`src/rtl/keypad_pkg.sv`:
```
// Shared types and helpers for the matrix keypad scanner and its consumers.
package keypad_pkg;

  typedef enum logic [1:0] {
    ST_SCAN,
    ST_DEBOUNCE,
    ST_PRESSED,
    ST_RELEASE
  } kp_state_t;

  // Legacy 4x4 digit labels; positions without a digit map to 15.
  function automatic logic [3:0] kp_4x4_label(input logic [3:0] key_index);
    logic [3:0] lbl;
    case (key_index)
      4'd0:    lbl = 4'd1;
      4'd1:    lbl = 4'd2;
      4'd2:    lbl = 4'd3;
      4'd3:    lbl = 4'd10;
      4'd4:    lbl = 4'd4;
      4'd5:    lbl = 4'd5;
      4'd6:    lbl = 4'd6;
      4'd7:    lbl = 4'd11;
      4'd8:    lbl = 4'd7;
      4'd9:    lbl = 4'd8;
      4'd10:   lbl = 4'd9;
      4'd11:   lbl = 4'd12;
      4'd12:   lbl = 4'd15;
      4'd13:   lbl = 4'd0;
      4'd14:   lbl = 4'd15;
      default: lbl = 4'd13;
    endcase
    return lbl;
  endfunction

endpackage

```
`src/rtl/keypad_tick_gen.sv`:
```
// Scan-rate clock enable: one-cycle tick every CLK_DIV cycles of clk_50.
module keypad_tick_gen #(
  parameter int CLK_DIV = 25000
) (
  input  logic clk_50,
  input  logic reset_n,
  output logic tick
);

  localparam int CNT_W = (CLK_DIV > 1) ? $clog2(CLK_DIV) : 1;

  logic [CNT_W-1:0] cnt_q, cnt_d;

  always_comb begin
    tick  = (cnt_q == CNT_W'(CLK_DIV - 1));
    cnt_d = tick ? '0 : cnt_q + 1'b1;
  end

  always_ff @(posedge clk_50) begin
    if (!reset_n) cnt_q <= '0;
    else          cnt_q <= cnt_d;
  end

endmodule

```
`src/rtl/keypad_scanner.sv`:
```
// Matrix keypad scanner: column drive, row sync/debounce, key delivery over valid/ready.
module keypad_scanner
  import keypad_pkg::*;
#(
  parameter int ROWS     = 4,
  parameter int COLS     = 4,
  parameter int CLK_DIV  = 25000,
  parameter int DEBOUNCE = 4,
  parameter int KEY_W    = $clog2(ROWS * COLS)
) (
  input  logic             clk_50,
  input  logic             reset_n,
  input  logic [ROWS-1:0]  row,
  output logic [COLS-1:0]  column,
  output logic [KEY_W-1:0] key_code,
  output logic             key_valid,
  input  logic             key_ready,
  output logic             key_held,
  output logic             key_overrun
);

  localparam int ROW_W = (ROWS > 1) ? $clog2(ROWS) : 1;
  localparam int COL_W = (COLS > 1) ? $clog2(COLS) : 1;
  localparam int CNT_W = $clog2(DEBOUNCE + 1);

  logic             tick;
  logic [ROWS-1:0]  sync1_q, sync2_q;
  kp_state_t        state_q, state_d;
  logic [ROW_W-1:0] row_idx_q, row_idx_d;
  logic [COL_W-1:0] col_idx_q, col_idx_d;
  logic [COLS-1:0]  column_q, column_d;
  logic [CNT_W-1:0] cnt_q, cnt_d, cnt_inc;
  logic [KEY_W-1:0] key_code_q, key_code_d;
  logic             key_valid_q, key_valid_d;
  logic             key_held_q, key_held_d;
  logic             key_overrun_q, key_overrun_d;
  logic             samp_idle, samp_single;
  logic [ROW_W-1:0] samp_idx;
  logic             accept, release_key, advance;

  keypad_tick_gen #(.CLK_DIV(CLK_DIV)) u_tick (
    .clk_50  (clk_50),
    .reset_n (reset_n),
    .tick    (tick)
  );

  always_comb begin
    samp_idle   = (sync2_q == '0);
    samp_single = $onehot(sync2_q);
    samp_idx    = '0;
    for (int r = 0; r < ROWS; r++) begin
      if (sync2_q[r]) samp_idx = ROW_W'(r);
    end
  end

  always_comb begin
    state_d       = state_q;
    row_idx_d     = row_idx_q;
    col_idx_d     = col_idx_q;
    cnt_d         = cnt_q;
    cnt_inc       = cnt_q + 1'b1;
    key_code_d    = key_code_q;
    key_valid_d   = key_valid_q;
    key_held_d    = key_held_q;
    key_overrun_d = 1'b0;
    accept        = 1'b0;
    release_key   = 1'b0;
    advance       = 1'b0;

    if (key_valid_q && key_ready) key_valid_d = 1'b0;

    if (tick) begin
      case (state_q)
        ST_SCAN: begin
          if (samp_single) begin
            row_idx_d = samp_idx;
            cnt_d     = CNT_W'(1);
            if (DEBOUNCE == 1) accept = 1'b1;
            else               state_d = ST_DEBOUNCE;
          end else begin
            advance = 1'b1;
          end
        end
        ST_DEBOUNCE: begin
          if (samp_single && samp_idx == row_idx_q) begin
            cnt_d = cnt_inc;
            if (cnt_inc == CNT_W'(DEBOUNCE)) accept = 1'b1;
          end else if (samp_single) begin
            row_idx_d = samp_idx;
            cnt_d     = CNT_W'(1);
          end else begin
            state_d = ST_SCAN;
          end
        end
        ST_PRESSED: begin
          if (samp_idle) begin
            cnt_d = CNT_W'(1);
            if (DEBOUNCE == 1) release_key = 1'b1;
            else               state_d = ST_RELEASE;
          end
        end
        default: begin
          if (samp_idle) begin
            cnt_d = cnt_inc;
            if (cnt_inc == CNT_W'(DEBOUNCE)) release_key = 1'b1;
          end else begin
            state_d = ST_PRESSED;
          end
        end
      endcase
    end

    // A consume in the same cycle frees the slot, so the new key wins.
    if (accept) begin
      state_d    = ST_PRESSED;
      key_held_d = 1'b1;
      if (!key_valid_q || key_ready) begin
        key_code_d  = KEY_W'(int'(samp_idx) * COLS + int'(col_idx_q));
        key_valid_d = 1'b1;
      end else begin
        key_overrun_d = 1'b1;
      end
    end

    if (release_key) begin
      state_d    = ST_SCAN;
      key_held_d = 1'b0;
      advance    = 1'b1;
    end

    if (advance) begin
      col_idx_d = (col_idx_q == COL_W'(COLS - 1)) ? '0 : col_idx_q + 1'b1;
    end
    column_d = ~(COLS'(1) << col_idx_d);
  end

  always_ff @(posedge clk_50) begin
    if (!reset_n) begin
      sync1_q       <= '0;
      sync2_q       <= '0;
      state_q       <= ST_SCAN;
      row_idx_q     <= '0;
      col_idx_q     <= '0;
      column_q      <= ~COLS'(1);
      cnt_q         <= '0;
      key_code_q    <= '0;
      key_valid_q   <= 1'b0;
      key_held_q    <= 1'b0;
      key_overrun_q <= 1'b0;
    end else begin
      sync1_q       <= row;
      sync2_q       <= sync1_q;
      state_q       <= state_d;
      row_idx_q     <= row_idx_d;
      col_idx_q     <= col_idx_d;
      column_q      <= column_d;
      cnt_q         <= cnt_d;
      key_code_q    <= key_code_d;
      key_valid_q   <= key_valid_d;
      key_held_q    <= key_held_d;
      key_overrun_q <= key_overrun_d;
    end
  end

  assign column      = column_q;
  assign key_code    = key_code_q;
  assign key_valid   = key_valid_q;
  assign key_held    = key_held_q;
  assign key_overrun = key_overrun_q;

endmodule

```
`config.mk`:
```
export PLATFORM = sky130hd
export DESIGN_NAME = keypad_scanner
export DESIGN_NICKNAME = d
export VERILOG_FILES = /design/src/rtl/keypad_pkg.sv /design/src/rtl/keypad_tick_gen.sv /design/src/rtl/keypad_scanner.sv
export SDC_FILE = /design/constraint.sdc
export NUM_CORES = 1
export LEC_CHECK = 0
export ABC_AREA = 1
export CORE_MARGIN = 10
export CORE_UTILIZATION = 50
export DETAILED_ROUTE_END_ITERATION = 10
export GPL_TIMING_DRIVEN = 0
export HOLD_SLACK_MARGIN = 0.02
export PLACE_DENSITY = 0.73
export SLEW_MARGIN = 5
export SYNTH_ARGS = -nofsm -noshare
export SYNTH_HDL_FRONTEND = slang
export SYNTH_SLANG_ARGS = --single-unit
export TNS_END_PERCENT = 10
```
`constraint.sdc`:
```
create_clock -name clk_50 -period 2.29 [get_ports clk_50]
set_input_delay 0.5725 -clock clk_50 [delete_from_list [all_inputs] [get_ports clk_50]]
set_output_delay 0.5725 -clock clk_50 [all_outputs]
set_load 0.005 [all_outputs]
```
==> run_results.csv, run 1 <==
group,metric,value,unit
status,run_status,"finished with violations",
status,violations_in_the_final_reports,"negative setup slack",
yosys,ys_ff_latch,43,
global_route,grt_first_pass_wirelength,7840,microns
critical_path,required,2490,ps
cts,tritoncts,"built",
placement,port_buffers,17,
sta,min_period,2300,ps
yosys,synth_async_sr_flop_share,0,%
critical_path,timing.critical_path.fanout_max,5,
die,die_h,87.1,microns
yosys,syn-cell-area,2250,sq um
yosys,postSynth.topFlopCell,"sky130_fd_sc_hd__dfxtp_1",
route,routed_wire_length_per_instance,10.9,microns
cts,cts_max_path_buffers,2,
yosys,post_synth_and_or_nand_nor_area_fraction,38.1,%
cts,htree_num_levels,2,
route,detail_route.vias_per_cell,4.92,
critical_path,timing.rr.start,"sync2_q[1]",
yosys,synth-xor-area-share,0.389,%
sta,timing_hold_violations_final,0,
finish,share_of_layout_cells_above_drive_strength_1,21.9,%
die,core_area,4350,sq um
yosys,synth_cell_type_count,26,
die,placementRows,24,
yosys,ys.warnings.count,0,
sta,setup_viol,1,
sta,timing_worst_slew_pin_value,439,ps
pwr,power.ir.vdd_worst,0.293,mV
yosys,synth.avg_cell_area,7.00,sq um
placement,detailedPlace.worstSlack,-166,ps
yosys,mappedNetlistNets,341,
finish,synthToLayoutAreaGrowth,20.1,%
pwr,static-leakage-power,1.17,nW
critical_path,critical_path.endpoint_type,"flip-flop",
route,drt_wl_total,4410,microns
critical_path,r2r_slack,-10,ps
global_route,grtUsageTotal,12.4,%
critical_path,critical_path.startpoint_type,"flip-flop",
die,dieArea,7590,sq um
yosys,main_combinational_cell_family_by_area_after_synthesis,"simple AND/OR/NAND/NOR gates",
route,final_antenna_net_count,0,
cts,clk_root_buffer_cell,"sky130_fd_sc_hd__clkbuf_8",
placement,replace_congestion,0.894,
yosys,synth_cells,322,
sta,timing.clock.skew,5.20,ps
finish,utilization,62.2,%
finish,nNetsFinal,369,
global_route,grt_max_degree,14,
route,remaining_drc_errors,0,
die,initial_core_util,51.8,%
worst_hold_path,hp-class,"reg2reg",
critical_path,crit_path_start,"sync2_q[1]",
flow_run,drv.max_cap_violation_count,0,
cts,clock_sink_count,43,
sta,max_slew_margin,70.8,%
worst_hold_path,hold-path-cell-count,2,
route,drt_first_iter_violations,77,
pwr,report.power.total,0.00136,W
die,num_io_pins,18,
sta,final-max-slew-violation-count,0,
critical_path,rr_worst_depth,15,
sta,fin_ws,-9.93,ps
cts,cts_buffers,5,
die,die_width,87.1,microns
critical_path,cp_data_arrival_time,2500,ps
route,num_vias,1982,
placement,detailed_place_hpwl,3260,microns
finish,most_frequent_standard_cell_in_the_layout_excluding_fill_and_tap_cells,"sky130_fd_sc_hd__nand2_1",
global_route,grt_pass1_vias,1886,
global_route,number_of_antenna_violations_at_the_first_check_in_global_routing,0,
critical_path,endpoint,"key_code[2]",
yosys,synth_edf_count,0,
sta,timing.final.crit_share,100,%
finish,final.fill_count,385,
global_route,grt.overflow.total,0,
sta,rsz0062_at_grt,"true",
route,detailedRoute.firstPassIterationCount,5,
yosys,post_synthesis_share_of_cell_area_spent_on_full_adders_half_adders_and_majority_gates,7.00,%
yosys,synth_sequential_area_ratio,38.2,%
finish,insertedDiodeCount,0,
yosys,post_synth_mux_area_share,0,%
critical_path,crit_type,"reg2reg",
critical_path,r2r-end,"key_code[2]",
cts,latest_clock_arrival_within_the_worst_skew_pair,290,ps
yosys,synth_compound_gate_area_share,6.00,%
cts,cts_hold_buf,0,
pwr,p_per_area,501,nW/um^2
finish,most_frequent_cells_in_the_layout,"70 x sky130_fd_sc_hd__nand2_1, 48 x sky130_fd_sc_hd__inv_1, 40 x sky130_fd_sc_hd__dfxtp_1, 31 x sky130_fd_sc_hd__nor2_1, 17 x sky130_fd_sc_hd__clkdlybuf4s50_1",
cts,clkSlewWorstSetupHoldPaths,80,ps
sta,max_clk_rate,0.435,GHz
[layout make-up]
class                      count  area, sq um  share of cell area, %
buffer                         1         3.75                  0.139
clock buffer                   6         72.6                   2.68
clock inverter                 2         12.5                  0.462
inverter                      61          229                   8.46
multi-input combinational    217         1260                   46.5
sequential                    43          865                   31.9
tap                           52         65.1                   2.40
timing repair buffer          21          200                   7.40
[timing repair]
item	in CTS	in global routing
resized for setup	15	14
pin swaps	5	11
endpoints found under the setup margin	15	20
buffers inserted	3	1
cloned	0	0
[Yosys cell counts, types with 5 or more instances]
library cell | instances | area (sq um)
sky130_fd_sc_hd__nand2_1 | 80 | 300
sky130_fd_sc_hd__inv_1 | 51 | 191
sky130_fd_sc_hd__dfxtp_1 | 43 | 861
sky130_fd_sc_hd__nor2_1 | 33 | 124
sky130_fd_sc_hd__nand3_1 | 19 | 95.1
sky130_fd_sc_hd__a21oi_1 | 18 | 90.1
sky130_fd_sc_hd__nor2_2 | 14 | 87.6
sky130_fd_sc_hd__ha_1 | 11 | 138
sky130_fd_sc_hd__inv_2 | 10 | 37.5
sky130_fd_sc_hd__o21ai_0 | 7 | 35.0
sky130_fd_sc_hd__nand4_1 | 6 | 37.5
sky130_fd_sc_hd__nand2_2 | 5 | 31.3
sky130_fd_sc_hd__nor3_1 | 5 | 25.0
[metal layers]
| layer | vias to the layer above | share of wire, % | wire length (microns) | global-route usage (%) |
|---|---|---|---|---|
| li1 | 1054 | - | - | - |
| met1 | 889 | 47 | 2070 | 14.5 |
| met2 | 34 | 47 | 2090 | 20.7 |
| met3 | 5 | 4.6 | 201 | 3.65 |
| met4 | 0 | 0.91 | 40 | 5.07 |
| met5 | - | 0 | 0 | 0 |
[worst min path at each step]
stage,startpoint,endpoint,slack (ps)
2_1_floorplan,sync1_q[0],sync2_q[0],390
3_3_place_gp,sync1_q[0],sync2_q[0],390
3_5_place_dp,sync1_q[3],sync2_q[3],400
4_1_cts,sync1_q[3],sync2_q[3],410
5_1_grt,sync1_q[1],sync2_q[1],440
6_report,sync1_q[0],sync2_q[0],410
[state kept, by name, indices dropped and copies added (netlist names), 3 cells and up]
| name | flops |
|---|---|
| column | 4 |
| key_code | 4 |
| u_tick.cnt_q | 15 |
| sync2_q | 4 |
| cnt_q | 3 |
| sync1_q | 4 |
[per-stage QoR]
| stage | hold slack [ps] | instance area, sq um | cells | TNS (ps) |
|---|---|---|---|---|
| after floorplan | 390 | 2260 | 322 | 0 |
| after global placement | 394 | 2500 | 391 | -477 |
| after detailed placement | 397 | 2500 | 391 | -921 |
| after CTS | 411 | 2660 | 402 | -239 |
| after global routing | 441 | 2710 | 403 | -1470 |
| final | 410 | 2710 | 403 | -9.93 |
[cells by family (layout without fill, tap and decap cells)]
family | after synthesis | after routing
and+or+nand+nor | 177 | 177
buffers and inverters | 62 | 91
DFF | 43 | 43
AOI/OAI and AO/OA | 27 | 27
adders and majority gates | 12 | 12
xor gates and xnor gates | 1 | 1
[report_power, final]
group	switching (W)	internal (W)	leakage (nW)	total [W]
sequential	0.00000641	0.000758	0.350	0.000765
clock	0.000260	0.000213	0.0412	0.000474
combinational	0.0000711	0.0000462	0.778	0.000117
[worst max-delay path: stages (launching register included)]
cell	delay (ps)
sky130_fd_sc_hd__dfxtp_2	340
sky130_fd_sc_hd__inv_2	40
sky130_fd_sc_hd__fa_1	520
sky130_fd_sc_hd__inv_1	40
sky130_fd_sc_hd__ha_2	170
sky130_fd_sc_hd__ha_4	210
sky130_fd_sc_hd__inv_2	50
sky130_fd_sc_hd__nand2_2	50
sky130_fd_sc_hd__nor2_4	120
sky130_fd_sc_hd__nand3_4	100
sky130_fd_sc_hd__nor2_4	120
sky130_fd_sc_hd__nand2_4	70
sky130_fd_sc_hd__nor2_4	150
sky130_fd_sc_hd__nand3_2	100
sky130_fd_sc_hd__nand2_2	70
sky130_fd_sc_hd__nor2_2	40
Power figures use the tool's default switching activity.
==> run 2, diff against run 1 <==
Settings changed: SKIP_LAST_GASP set to 1.
==> run 2 against run 1 <==
The run still ends with negative setup slack left; core utilization is 0.55 points lower; flip-flop and latch count unchanged; first-iteration DRC count decreased by 23%; clock skew is 0.51 ps lower; total power is essentially flat; final cell count unchanged; sequential share of layout area grew 0.28 points; register-to-register slack about the same; hold slack about the same; largest power group unchanged.
==> run_results.csv, run 2 (same netlist as run 1, synthesis figures left out) <==
group,metric,value,unit
die,placementRows,24,
route,drt_first_iter_violations,59,
critical_path,timing.rr.start,"sync2_q[1]",
pwr,static-leakage-power,1.17,nW
die,initial_core_util,51.8,%
cts,clock_sink_count,43,
critical_path,critical_path.endpoint_type,"flip-flop",
critical_path,required,2520,ps
route,routed_wire_length_per_instance,10.9,microns
worst_hold_path,hp-class,"reg2reg",
global_route,grt.overflow.total,0,
sta,timing.clock.skew,4.69,ps
sta,max_clk_rate,0.435,GHz
global_route,number_of_antenna_violations_at_the_first_check_in_global_routing,0,
critical_path,rr_worst_depth,15,
flow_run,drv.max_cap_violation_count,0,
finish,share_of_layout_cells_above_drive_strength_1,19.7,%
global_route,grt_max_degree,14,
route,num_vias,1969,
status,violations_in_the_final_reports,"negative setup slack",
global_route,grt_first_pass_wirelength,7810,microns
pwr,power.ir.vdd_worst,0.293,mV
route,remaining_drc_errors,0,
finish,insertedDiodeCount,0,
die,dieArea,7590,sq um
finish,most_frequent_cells_in_the_layout,"75 x sky130_fd_sc_hd__nand2_1, 48 x sky130_fd_sc_hd__inv_1, 40 x sky130_fd_sc_hd__dfxtp_1, 31 x sky130_fd_sc_hd__nor2_1, 18 x sky130_fd_sc_hd__a21oi_1",
route,detailedRoute.firstPassIterationCount,5,
cts,htree_num_levels,2,
route,detail_route.vias_per_cell,4.89,
sta,setup_viol,2,
placement,detailed_place_hpwl,3260,microns
die,num_io_pins,18,
worst_hold_path,timing.hold.worst.start,"sync1_q[0]",
sta,timing_hold_violations_final,0,
placement,port_buffers,17,
sta,max_slew_margin,70.9,%
route,drt_wl_total,4380,microns
sta,timing.final.crit_share,100,%
sta,min_period,2300,ps
placement,replace_congestion,0.894,
cts,clkSlewWorstSetupHoldPaths,80,ps
critical_path,r2r_slack,-8,ps
finish,most_frequent_standard_cell_in_the_layout_excluding_fill_and_tap_cells,"sky130_fd_sc_hd__nand2_1",
worst_hold_path,worst_hold_path.endpoint,"sync2_q[0]",
finish,utilization,61.6,%
die,core_area,4350,sq um
cts,clk_root_buffer_cell,"sky130_fd_sc_hd__clkbuf_8",
sta,rsz0062_at_grt,"true",
global_route,grtUsageTotal,12.4,%
sta,timing_worst_slew_pin_value,437,ps
sta,hold_ws,410,ps
finish,nNetsFinal,369,
die,die_width,87.1,microns
finish,synthToLayoutAreaGrowth,19.0,%
route,final_antenna_net_count,0,
critical_path,critical_path.startpoint_type,"flip-flop",
global_route,grt_pass1_vias,1879,
pwr,p_per_area,505,nW/um^2
cts,latest_clock_arrival_within_the_worst_skew_pair,300,ps
critical_path,cp_data_arrival_time,2530,ps
status,run_status,"finished with violations",
finish,largest_reg_flops,15,
die,die_h,87.1,microns
sta,final-max-slew-violation-count,0,
worst_hold_path,hold-path-cell-count,2,
cts,cts_buffers,5,
cts,tritoncts,"built",
critical_path,timing.critical_path.fanout_max,3,
critical_path,crit_type,"reg2reg",
finish,largest-register,"u_tick.cnt_q",
critical_path,r2r-end,"row_idx_q[1]",
cts,cts_max_path_buffers,2,
sta,fin_ws,-8.09,ps
run 2: routing by layer:
layer	global-route usage [%]	up-vias	share of wire, %
met5	0	-	0
met4	5.07	0	0.91
met3	3.65	4	4.7
met2	20.6	32	47
met1	14.5	883	47
li1	-	1050	-
run 2: layout make-up:
class,instances,area (sq um)
inverters,61,229
flip-flops and latches,43,865
plain buffers,1,3.75
well taps,52,65.1
clock buffers,6,72.6
fillers,390,1670
multi-input cells,217,1230
repair buffers,21,200
clock inverters,2,12.5
run 2: per-stage QoR:
stage	area, sq um	setup TNS [ps]	instances	setup slack [ps]	total power [W]
2_1_floorplan	2260	0	322	6.18	0.000848
3_3_place_gp	2500	-477	391	-139	0.000875
3_5_place_dp	2500	-921	391	-166	0.000876
4_1_cts	2650	-370	402	-70.3	0.00136
5_1_grt	2680	-1900	403	-163	0.00142
6_report	2680	-14.7	403	-8.09	0.00136
run 2: worst max path at each step:
stage | startpoint | end | slack (ps) | depth (start not counted)
2_1_floorplan | sync2_q[1] | key_code[3] | 6 | 15
3_3_place_gp | sync2_q[1] | key_code[2] | -140 | 15
3_5_place_dp | sync2_q[1] | key_code[3] | -170 | 15
4_1_cts | sync2_q[0] | key_code[3] | -70 | 15
5_1_grt | sync2_q[1] | column[3] | -160 | 15
6_report | sync2_q[1] | row_idx_q[1] | -8 | 15
run 2: what timing repair did:
action | in CTS | in global routing
setup endpoints to repair | 15 | 20
gates resized for setup | 12 | 9
buffers inserted | 3 | 1
pin swaps | 5 | 9
cloned | 0 | 0
hold buffers | 0 | 0
run 2: where the power goes:
group          internal, W  switching (W)  leakage (nW)
clock network     0.000213       0.000262        0.0412
logic            0.0000455      0.0000693         0.778
registers         0.000758     0.00000639         0.350
total              0.00102       0.000338          1.17
run 2: worst max-delay path: stages (launching register included):
cell and delay (ps):
sky130_fd_sc_hd__dfxtp_2 340, sky130_fd_sc_hd__inv_2 40, sky130_fd_sc_hd__fa_1 520, sky130_fd_sc_hd__inv_1 40
sky130_fd_sc_hd__ha_2 170, sky130_fd_sc_hd__ha_4 210, sky130_fd_sc_hd__inv_2 50, sky130_fd_sc_hd__nand2_2 50
sky130_fd_sc_hd__nor2_4 120, sky130_fd_sc_hd__nand3_4 100, sky130_fd_sc_hd__nor2_4 120, sky130_fd_sc_hd__nand2_4 70
sky130_fd_sc_hd__buf_4 150, sky130_fd_sc_hd__nand2_1 70, sky130_fd_sc_hd__nand2_1 50, sky130_fd_sc_hd__a21oi_1 120
==> run 3, diff against run 2 <==
Settings changed: CORE_MARGIN 10 to 4.
==> run 3 against run 2 <==
The run still ends with negative setup slack left; fmax decreased by 0.76%; non-clock buffer count is 3 higher; largest cell class unchanged; critical path type unchanged; register-to-register slack worse by 20 ps; highest routed layer unchanged; largest power group unchanged.
==> run_results.csv, run 3 (same netlist as run 1, synthesis figures left out) <==
group,metric,value,unit
critical_path,crit_type,"reg2reg",
sta,final-max-slew-violation-count,0,
global_route,grt.overflow.total,0,
finish,multiInputGateArea,1250,sq um
cts,htree_num_levels,2,
pwr,pwr-share-comb,8.7,%
cts,tritoncts,"built",
sta,max_clk_rate,0.432,GHz
finish,largest-register,"u_tick.cnt_q",
worst_hold_path,timing.hold.worst.start,"sync1_q[1]",
critical_path,critical_path.endpoint_type,"flip-flop",
finish,insertedDiodeCount,0,
die,num_io_pins,18,
pwr,cellInternalPower,0.00114,W
pwr,seq_power_share,51.7,%
placement,detailed_place_hpwl,3160,microns
route,detail_route.vias_per_cell,4.87,
sta,timing.clock.skew,6.32,ps
route,drt_wl_total,4370,microns
finish,most_frequent_cells_in_the_layout,"75 x sky130_fd_sc_hd__nand2_1, 47 x sky130_fd_sc_hd__inv_1, 40 x sky130_fd_sc_hd__dfxtp_1, 31 x sky130_fd_sc_hd__nor2_1",
critical_path,required,2490,ps
route,num_vias,1977,
pwr,p_clk_share,39.7,%
cts,clkSlewWorstSetupHoldPaths,80,ps
sta,timing.final.crit_share,101,%
finish,synthToLayoutAreaGrowth,22.0,%
route,detailedRoute.firstPassIterationCount,4,
finish,final.fill_count,403,
status,run_status,"finished with violations",
pwr,static-leakage-power,1.20,nW
global_route,grtUsageTotal,17.4,%
global_route,grt_first_pass_wirelength,7490,microns
die,initial_core_util,51.8,%
critical_path,rr_worst_depth,15,
global_route,grt_max_degree,15,
critical_path,timing.rr.start,"sync2_q[0]",
finish,nNetsFinal,372,
worst_hold_path,worst_hold_path.endpoint,"sync2_q[1]",
die,core_area,4350,sq um
placement,replace_congestion,0.898,
worst_hold_path,hp-class,"reg2reg",
cts,latest_clock_arrival_within_the_worst_skew_pair,300,ps
route,remaining_drc_errors,0,
sta,timing_worst_slew_pin_value,442,ps
sta,rsz0062_at_grt,"true",
sta,fin_ws,-25.8,ps
pwr,p_sw_share,23.2,%
finish,largest_reg_flops,15,
status,violations_in_the_final_reports,"negative setup slack",
critical_path,timing.critical_path.fanout_max,5,
pwr,report.power.total,0.00148,W
global_route,number_of_antenna_violations_at_the_first_check_in_global_routing,0,
critical_path,critical_path.startpoint_type,"flip-flop",
placement,placed_cells_incl_taps,391,
finish,share_of_layout_cells_above_drive_strength_1,21.2,%
finish,most_frequent_standard_cell_in_the_layout_excluding_fill_and_tap_cells,"sky130_fd_sc_hd__nand2_1",
pwr,p_per_area,538,nW/um^2
critical_path,r2r-end,"key_code[2]",
flow_run,drv.max_cap_violation_count,0,
die,dieArea,5640,sq um
cts,clock_sink_count,43,
placement,port_buffers,17,
critical_path,r2r_slack,-30,ps
cts,cts_hold_buf,0,
route,drt_first_iter_violations,85,
pwr,power.ir.vdd_worst,0.338,mV
finish,seq_area,865,sq um
cts,clk_root_buffer_cell,"sky130_fd_sc_hd__clkbuf_8",
die,placementRows,24,
pwr,p_switching,0.000343,W
finish,utilization,63.2,%
die,die_h,75.1,microns
cts,cts_buffers,5,
cts,cts_max_path_buffers,2,
route,routed_wire_length_per_instance,10.8,microns
sta,setup_viol,5,
die,die_width,75.1,microns
finish,layoutNonFillerInstCount,406,
sta,timing_hold_violations_final,0,
route,final_antenna_net_count,0,
sta,max_slew_margin,70.6,%
sta,hold_ws,411,ps
global_route,grt_pass1_vias,1843,
sta,min_period,2320,ps
worst_hold_path,hold-path-cell-count,2,
critical_path,cp_data_arrival_time,2510,ps
run 3: worst max-delay path by stage:
stage	start	endpoint	slack [ps]	cells past startpoint
after floorplan	sync2_q[1]	key_code[3]	6	15
after global placement	sync2_q[1]	key_code[2]	-130	15
after detailed placement	sync2_q[1]	key_code[2]	-160	15
after CTS	sync2_q[0]	key_code[3]	-110	15
after global routing	sync2_q[0]	key_code[2]	-160	15
final	sync2_q[0]	key_code[2]	-30	15
run 3: worst max-delay path, cell delays in order, from the launching register on:
cell	delay [ps]
sky130_fd_sc_hd__dfxtp_2	330
sky130_fd_sc_hd__inv_2	40
sky130_fd_sc_hd__fa_1	540
sky130_fd_sc_hd__inv_2	40
sky130_fd_sc_hd__ha_4	150
sky130_fd_sc_hd__ha_4	230
sky130_fd_sc_hd__inv_2	60
sky130_fd_sc_hd__nand2_2	60
sky130_fd_sc_hd__nor2_4	110
sky130_fd_sc_hd__nand3_4	100
sky130_fd_sc_hd__nor2_4	130
sky130_fd_sc_hd__nand2_4	70
sky130_fd_sc_hd__nor2_4	160
sky130_fd_sc_hd__nand3_2	90
sky130_fd_sc_hd__nand2_1	70
sky130_fd_sc_hd__nor2_1	40
run 3: metrics by stage:
| stage | worst slack (ps) | TNS [ps] | cell area (sq um) |
|---|---|---|---|
| global placement | -133 | -395 | 2500 |
| CTS | -111 | -594 | 2680 |
| global route | -159 | -1620 | 2750 |
| finish | -25.8 | -84.2 | 2750 |
| floorplan | 6.18 | 0 | 2260 |
| detailed placement | -162 | -682 | 2500 |
run 3: layout make-up:
| cell class | count | share of cell area, % |
|---|---|---|
| Clock buffer | 5 | 2.50 |
| Clock inverter | 3 | 1.59 |
| Buffer | 1 | 0.136 |
| Inverter | 61 | 8.33 |
| Timing Repair Buffer | 24 | 8.23 |
| Multi-Input combinational cell | 217 | 45.4 |
| Tap cell | 52 | 2.37 |
| Sequential cell | 43 | 31.4 |
run 3: metal layers:
metal / global-route usage [%] / vias up / wire, microns
li1: - / 1056 / -
met4: 8.16 / 0 / 76
met3: 4.81 / 9 / 194
met5: 0 / - / 0
met2: 29.0 / 38 / 2090
met1: 20.7 / 874 / 2010
run 3: what timing repair did:
item                                    4_1_cts  5_1_grt
cloned                                        0        0
endpoints found under the setup margin       15       20
pin swaps                                     5        5
buffers inserted                              6        1
resized for setup                             9       16
run 3: power groups by stage:
stage	sequential (W)	combinational (W)	clock, W
CTS	0.000765	0.000112	0.000611
global placement	0.000782	0.0000926	0
detailed placement	0.000782	0.0000941	0
finish	0.000765	0.000128	0.000587
global route	0.000767	0.000143	0.000634
floorplan	0.000781	0.0000673	0
